<file path="src/rtl/tx_cipher_pkg.sv">
// Shared constants, FSM encoding and keystream helpers for tx_stream_cipher.
package tx_cipher_pkg;

    localparam int          XS_SHL_A      = 13;
    localparam int          XS_SHR_B      = 17;
    localparam int          XS_SHL_C      = 5;
    localparam logic [31:0] LANE_INC      = 32'h9E3779B9;
    localparam logic [31:0] SEED_FALLBACK = 32'h00000001;

    typedef enum logic [1:0] {
        IDLE  = 2'd0,
        RUN   = 2'd1,
        DRAIN = 2'd2
    } state_e;

    function automatic logic [31:0] xorshift32(input logic [31:0] s);
        logic [31:0] x;
        x = s;
        x = x ^ (x << XS_SHL_A);
        x = x ^ (x >> XS_SHR_B);
        x = x ^ (x << XS_SHL_C);
        return x;
    endfunction

    // xorshift never leaves the all-zero state, so a zero seed is replaced.
    function automatic logic [31:0] lane_seed(input logic [31:0] base, input int unsigned lane);
        logic [31:0] v;
        v = base ^ (lane * LANE_INC);
        return (v == 32'h0) ? SEED_FALLBACK : v;
    endfunction

endpackage

</file>
<file path="src/rtl/tx_stream_cipher_lane.sv">
// keystream_lane: one 32-bit xorshift32 lane; load takes priority over advance.
module keystream_lane
    import tx_cipher_pkg::*;
#(
    parameter logic [31:0] RESET_VALUE = 32'h00000001
) (
    input  logic        clk,
    input  logic        reset,
    input  logic        load,
    input  logic [31:0] load_value,
    input  logic        advance,
    output logic [31:0] state
);

    logic [31:0] state_q;
    logic [31:0] state_d;

    always_comb begin
        state_d = state_q;
        if (load) begin
            state_d = load_value;
        end else if (advance) begin
            state_d = xorshift32(state_q);
        end
    end

    always_ff @(posedge clk or posedge reset) begin
        if (reset) begin
            state_q <= RESET_VALUE;
        end else begin
            state_q <= state_d;
        end
    end

    assign state = state_q;

endmodule

</file>
<file path="src/rtl/tx_stream_cipher.sv">
// Multi-lane xorshift32 stream cipher with SOF/TLAST framing and a 2-entry skid.
// Optional statistics outputs are enabled by defining TX_CIPHER_STATS_EN.
module tx_stream_cipher
    import tx_cipher_pkg::*;
#(
    parameter int C_DATA_WIDTH      = 32,
    parameter int C_FRAME_LEN_WIDTH = 16
) (
    input  logic                         i_aclk,
    input  logic                         i_areset,
    input  logic                         i_enable,
    input  logic                         i_bypass,
    input  logic                         i_reload,
    input  logic [31:0]                  i_seed,
    input  logic [C_FRAME_LEN_WIDTH-1:0] i_frame_len,
    input  logic                         s_axis_tvalid,
    output logic                         s_axis_tready,
    input  logic [C_DATA_WIDTH-1:0]      s_axis_tdata,
    output logic                         m_axis_tvalid,
    input  logic                         m_axis_tready,
    output logic [C_DATA_WIDTH-1:0]      m_axis_tdata,
    output logic                         m_axis_sof,
    output logic                         m_axis_tlast,
    output logic                         o_busy
`ifdef TX_CIPHER_STATS_EN
    ,
    output logic [31:0]                  o_beat_count,
    output logic [15:0]                  o_frame_count
`endif
);

    localparam int C_LANES = C_DATA_WIDTH / 32;
    localparam int EW      = C_DATA_WIDTH + 2;
    localparam logic [C_FRAME_LEN_WIDTH-1:0] LEN_ONE = 1;

    state_e                       state_q, state_d;
    logic [1:0]                   occ_q, occ_d;
    logic [EW-1:0]                e0_q, e0_d, e1_q, e1_d;
    logic [C_FRAME_LEN_WIDTH-1:0] beat_cnt_q, beat_cnt_d, len_q, len_d;
    logic                         reload_pending_q, reload_pending_d;
    logic                         seed_init_q;

    logic                         accept, pop, to_idle, lane_load;
    logic                         sof_now, tlast_now;
    logic [C_FRAME_LEN_WIDTH-1:0] len_eff;
    logic [C_DATA_WIDTH-1:0]      keystream, out_word;
    logic [EW-1:0]                in_entry;

    genvar k;
    generate
        for (k = 0; k < C_LANES; k++) begin : g_lane
            keystream_lane #(
                .RESET_VALUE (lane_seed(32'h0, k))
            ) u_lane (
                .clk        (i_aclk),
                .reset      (i_areset),
                .load       (lane_load),
                .load_value (lane_seed(i_seed, k)),
                .advance    (accept),
                .state      (keystream[k*32 +: 32])
            );
        end
    endgenerate

    // Accept stops in the same cycle enable falls, so i_enable gates ready directly.
    assign s_axis_tready = (state_q == RUN) && i_enable && (occ_q < 2'd2)
                         && !(occ_q == 2'd1 && !m_axis_tready);
    assign accept        = s_axis_tvalid && s_axis_tready;
    assign pop           = (occ_q != 2'd0) && m_axis_tready;

    assign len_eff   = (beat_cnt_q != '0) ? len_q
                     : ((i_frame_len == '0) ? LEN_ONE : i_frame_len);
    assign sof_now   = (beat_cnt_q == '0);
    assign tlast_now = (beat_cnt_q == (len_eff - LEN_ONE));
    assign out_word  = i_bypass ? s_axis_tdata : (s_axis_tdata ^ keystream);
    assign in_entry  = {sof_now, tlast_now, out_word};

    always_comb begin
        state_d = state_q;
        case (state_q)
            IDLE:    if (i_enable) state_d = RUN;
            RUN:     if (!i_enable) state_d = DRAIN;
            DRAIN: begin
                if (i_enable && occ_q != 2'd0) state_d = RUN;
                else if (occ_q == 2'd0)        state_d = IDLE;
            end
            default: state_d = IDLE;
        endcase
    end

    assign to_idle = (state_q == DRAIN) && (state_d == IDLE);

    // A pending reseed lands at a frame boundary so the next SOF beat sees the new seed.
    always_comb begin
        lane_load = seed_init_q
                 || (state_q == IDLE && i_reload)
                 || (accept && tlast_now && (reload_pending_q || i_reload))
                 || (to_idle && (reload_pending_q || i_reload));
        reload_pending_d = reload_pending_q;
        if (lane_load) begin
            reload_pending_d = 1'b0;
        end else if (i_reload && state_q != IDLE) begin
            reload_pending_d = 1'b1;
        end
    end

    always_comb begin
        beat_cnt_d = beat_cnt_q;
        len_d      = len_q;
        if (state_q == IDLE || to_idle) begin
            beat_cnt_d = '0;
        end else if (accept) begin
            beat_cnt_d = tlast_now ? '0 : beat_cnt_q + LEN_ONE;
            if (sof_now) len_d = len_eff;
        end
    end

    always_comb begin
        occ_d = occ_q;
        e0_d  = e0_q;
        e1_d  = e1_q;
        case ({accept, pop})
            2'b01: begin
                e0_d  = e1_q;
                occ_d = occ_q - 2'd1;
            end
            2'b10: begin
                if (occ_q == 2'd0) e0_d = in_entry;
                else               e1_d = in_entry;
                occ_d = occ_q + 2'd1;
            end
            2'b11: begin
                if (occ_q == 2'd1) begin
                    e0_d = in_entry;
                end else begin
                    e0_d = e1_q;
                    e1_d = in_entry;
                end
            end
            default: ;
        endcase
    end

    always_ff @(posedge i_aclk or posedge i_areset) begin
        if (i_areset) begin
            state_q          <= IDLE;
            occ_q            <= 2'd0;
            e0_q             <= '0;
            e1_q             <= '0;
            beat_cnt_q       <= '0;
            len_q            <= '0;
            reload_pending_q <= 1'b0;
            seed_init_q      <= 1'b1;
        end else begin
            state_q          <= state_d;
            occ_q            <= occ_d;
            e0_q             <= e0_d;
            e1_q             <= e1_d;
            beat_cnt_q       <= beat_cnt_d;
            len_q            <= len_d;
            reload_pending_q <= reload_pending_d;
            seed_init_q      <= 1'b0;
        end
    end

    assign m_axis_tvalid = (occ_q != 2'd0);
    assign m_axis_tdata  = e0_q[C_DATA_WIDTH-1:0];
    assign m_axis_tlast  = e0_q[C_DATA_WIDTH];
    assign m_axis_sof    = e0_q[C_DATA_WIDTH+1];
    assign o_busy        = (state_q != IDLE) || (occ_q != 2'd0);

`ifdef TX_CIPHER_STATS_EN
    logic [31:0] beat_count_q, beat_count_d;
    logic [15:0] frame_count_q, frame_count_d;

    always_comb begin
        beat_count_d  = accept ? beat_count_q + 32'd1 : beat_count_q;
        frame_count_d = (pop && e0_q[C_DATA_WIDTH]) ? frame_count_q + 16'd1 : frame_count_q;
    end

    always_ff @(posedge i_aclk or posedge i_areset) begin
        if (i_areset) begin
            beat_count_q  <= '0;
            frame_count_q <= '0;
        end else begin
            beat_count_q  <= beat_count_d;
            frame_count_q <= frame_count_d;
        end
    end

    assign o_beat_count  = beat_count_q;
    assign o_frame_count = frame_count_q;
`endif

endmodule

</file>
<file path="config.mk">
export PLATFORM = sky130hd
export DESIGN_NAME = tx_stream_cipher
export DESIGN_NICKNAME = d
export VERILOG_FILES = /design/src/rtl/tx_cipher_pkg.sv /design/src/rtl/tx_stream_cipher_lane.sv /design/src/rtl/tx_stream_cipher.sv
export SDC_FILE = /design/constraint.sdc
export NUM_CORES = 1
export LEC_CHECK = 0
export ABC_AREA = 1
export CAP_MARGIN = 10
export CORE_ASPECT_RATIO = 0.8
export CORE_MARGIN = 4
export CORE_UTILIZATION = 30
export CTS_BUF_LIST = sky130_fd_sc_hd__clkbuf_16
export DETAILED_ROUTE_END_ITERATION = 12
export SKIP_LAST_GASP = 1
export SLEW_MARGIN = 20
export SYNTH_ARGS = -nofsm -noshare
export SYNTH_HDL_FRONTEND = slang
export SYNTH_SLANG_ARGS = --single-unit
export TNS_END_PERCENT = 20
</file>
<file path="constraint.sdc">
create_clock -name i_aclk -period 5.56 [get_ports i_aclk]
set_input_delay 1.112 -clock i_aclk [delete_from_list [all_inputs] [get_ports i_aclk]]
set_output_delay 1.112 -clock i_aclk [all_outputs]
set_load 0.01 [all_outputs]
</file>
==> impl_metrics.ini <==
[die]
start_util_pct = 30.5
core_area_um2 = 28300
io_pins = 124
dieArea_um2 = 31600
fp-row-count = 55
dieWidth_um = 198
die_h_um = 160

[grt]
antenna_found_initial = 0
grt_use_total_pct = 17.0
grt_pass1_wl_mm = 42.8
grt-ovfl-total = 0
grt_pass1_vias = 7702
grt_max_degree = 108

[cts]
clkTransAtPathRegs_ns = 0.07
clock_path_buffers = 2
post_cts_buffers = 0
h-tree-depth = 4
cts_resized = 0
cts_made_buffers = 17
cts_root_buf = clkbuf_16
clk_latency_ns = 0.43
ctsHoldBuffers = 0
cts_sinks = 138
cts_tree = yes

[synth]
async_flop_share_pct = 100
synth.most_common_cell = nand2_1
netlist_area_um2 = 8630
synth_warnings = 0
seq_area_frac_synth_pct = 40.1
synth_area_leaders = dfrtp_1 39%, nand2_1 18%, xnor2_1 7.0%
avgSynthCellArea_um2 = 7.33
synth.top_cells.by_count = 418 x nand2_1, 136 x dfrtp_1, 100 x inv_1
syn_nets = 1271
synth_area_leader_cell = dfrtp_1
synth-edff-count = 0
synthCells = 1177
ys.flop_type = dfrtp_1
synth.top_cell.area_share_pct = 39.4
ys_types = 36
synth-seq-cells = 138

[sta]
fin_setup_tns_ns = 0
setup_viol = 0
drv_slew = 0
period_needed_ns = 4.08
hold_violations = 0
max-slew-margin-rel_pct = 31.8
setup_ws_ns = 1.48
post-route-period-util_pct = 73.3
rsz0062_at_grt = no
clock_skew_ns = 0.0167
worst_slew_pin_slew_ns = 1.02
fmax_mhz = 245

[cells_and_area]
multi_input_area_um2 = 4580
syn_to_final_growth_pct = 24.8
fill_cells = 2951
layout-drive-gt1-share_pct = 6.93
nets = 1380
antenna_cells = 0
seq_area_um2 = 3460
fin_util_pct = 38.1

[power]
swShare_pct = 43.3
total_leakage_power_nw = 5.07
p_comb_share_pct = 48.0
p_seq_share_pct = 31.6
p_int_mw = 3.04
p_clk_share_pct = 20.4
p_per_area_nw_per_um2 = 497
p_switching_mw = 2.32
vdd_drop_max_mv = 0.198

[worst_hold_path]
holdCritStartpoint = e0_q[15]
hold_path_class = flop to flop
hold_depth = 2
min_to = e0_q[15]

[setup_path]
cp.required_ns = 5.87
rr_startpoint = beat_cnt_q[0]
r2r_slack_ns = 1.48
reg2reg_to = g_lane[0].u_lane.state[12]
cp.arrival_ns = 4.39
crit_type = flop to flop
rr_worst_depth = 25
cp-start-kind = flop
crit_path_end_kind = flop
cp_max_fo = 20

[status]
status = finished, final reports clean

[detailed_routing]
route.detailed.wl_per_inst_um = 16.0
initialDrtViolationCount = 843
vias = 7947
drc = 0
dr.pass1.iters = 5
avgViaCountPerCell = 4.76
final_antenna_net_count = 0
totalWireLength_mm = 26.6

[placed_design]
gp_congestion = 0.909
io_buffers = 123
dp_slack_ns = 1.16
dp_hpwl_mm = 19.5

[run]
cap_violations = 0
==> final cells by class <==
type / instances / area share [%]
flip-flops and latches: 138 / 32.1
clock inverters: 15 / 1.17
clock buffers: 17 / 3.95
inverters: 106 / 3.77
multi-input cells: 889 / 42.5
well taps: 370 / 4.30
repair buffers: 134 / 12.2
==> metrics by stage <==
stage | hold slack, ns | instance area [µm²] | power (mW) | instances
floorplan | 0.450 | 8630 | 3.45 | 1177
global placement | 0.454 | 10200 | 4.23 | 1637
detailed placement | 0.458 | 10200 | 4.25 | 1637
CTS | 0.475 | 10800 | 5.36 | 1669
global route | 0.488 | 10800 | 5.78 | 1669
finish | 0.471 | 10800 | 5.35 | 1669
==> power by group through the flow <==
stage | logic (mW) | clock network (mW) | registers (mW)
floorplan | 1.80 | 0 | 1.64
global placement | 2.54 | 0 | 1.69
detailed placement | 2.55 | 0 | 1.70
CTS | 2.57 | 1.11 | 1.68
global route | 2.90 | 1.15 | 1.74
finish | 2.57 | 1.09 | 1.69
==> flip-flops by register name (all words and copies together) (netlist names) <==
name	count
beat_cnt_q	16
e0_q	34
e1_q	34
g_lane.u_lane.state	32
len_q	16
occ_q	2
reload_pending_q	1
seed_init_q	1
state_q	2
==> logic make-up (layout without fill, tap and decap cells) <==
kind of cell | Yosys count | in the layout | synth area share (%)
muxes | 7 | 7 | 0.914
and+or+nand+nor | 640 | 640 | 31.7
buffers and inverters | 150 | 272 | 7.12
adders and majority gates | 7 | 7 | 1.02
other | 1 | 1 | 0.0435
xor gates and xnor gates | 117 | 117 | 11.9
AOI/OAI and AO/OA | 117 | 117 | 7.24
DFF | 138 | 138 | 40.1
==> critical path, cell delays in order (launching register included) <==
cell and delay [ns]:
dfrtp_1 0.45, inv_1 0.11, ha_1 0.20, nand2_1 0.10
nor2_4 0.35, nand2_4 0.22, nand2_1 0.12, nand2_1 0.07
inv_1 0.12, ha_1 0.22, nand3_1 0.09, nor2_1 0.22
nand3_1 0.20, o21bai_1 0.17, nand2_1 0.06, inv_1 0.07
nand2_1 0.05, nor2_1 0.08, nand2_1 0.07, nor2_2 0.13
nand3_2 0.09, nand3_2 0.23, buf_4 0.30, nand2_1 0.09
nand3_1 0.08, nand2_1 0.06
==> metal layers <==
layer  up-vias  GRT usage, %  share of wire (%)
met5         -             0                  0
met4         0          4.38                1.7
met3        25          4.56                7.1
met2       258          23.6                 41
met1      3694          25.9                 50
li1       3970             -                  -
==> cells in the final DEF (no fill, tap or decap), types with 4 or more instances in the layout <==
cell type        instances
inv_6                    6
o21ai_0                 84
nand2_2                 12
o22ai_1                 13
dfrtp_1                136
xor2_1                  48
xnor2_1                 69
ha_1                     7
nor4_1                   9
a21boi_0                 5
nand2_1                417
clkdlybuf4s50_1        123
clkinv_1                 4
nor2_4                   4
nand3_1                 69
nor2_1                  64
inv_1                   99
nor2_2                  11
nand4_1                 37
mux2_2                   7
buf_4                   11
clkbuf_16               17
nor3_1                   7
inv_8                    4
a21oi_1                  9
==> worst max path at each step <==
| stage | slack [ns] | start | to | cells past startpoint |
|---|---|---|---|---|
| detailed placement | 1.16 | i_frame_len[15] | g_lane[0].u_lane.state[12] | 24 |
| global route | 1.06 | beat_cnt_q[0] | g_lane[0].u_lane.state[12] | 23 |
| CTS | 1.50 | beat_cnt_q[0] | g_lane[0].u_lane.state[12] | 25 |
| global placement | 1.29 | i_frame_len[10] | g_lane[0].u_lane.state[11] | 22 |
| finish | 1.48 | beat_cnt_q[0] | g_lane[0].u_lane.state[12] | 25 |
| floorplan | 0.76 | i_areset | beat_cnt_q[0] | 1 |
No activity file was read; power rests on OpenSTA's default activity.
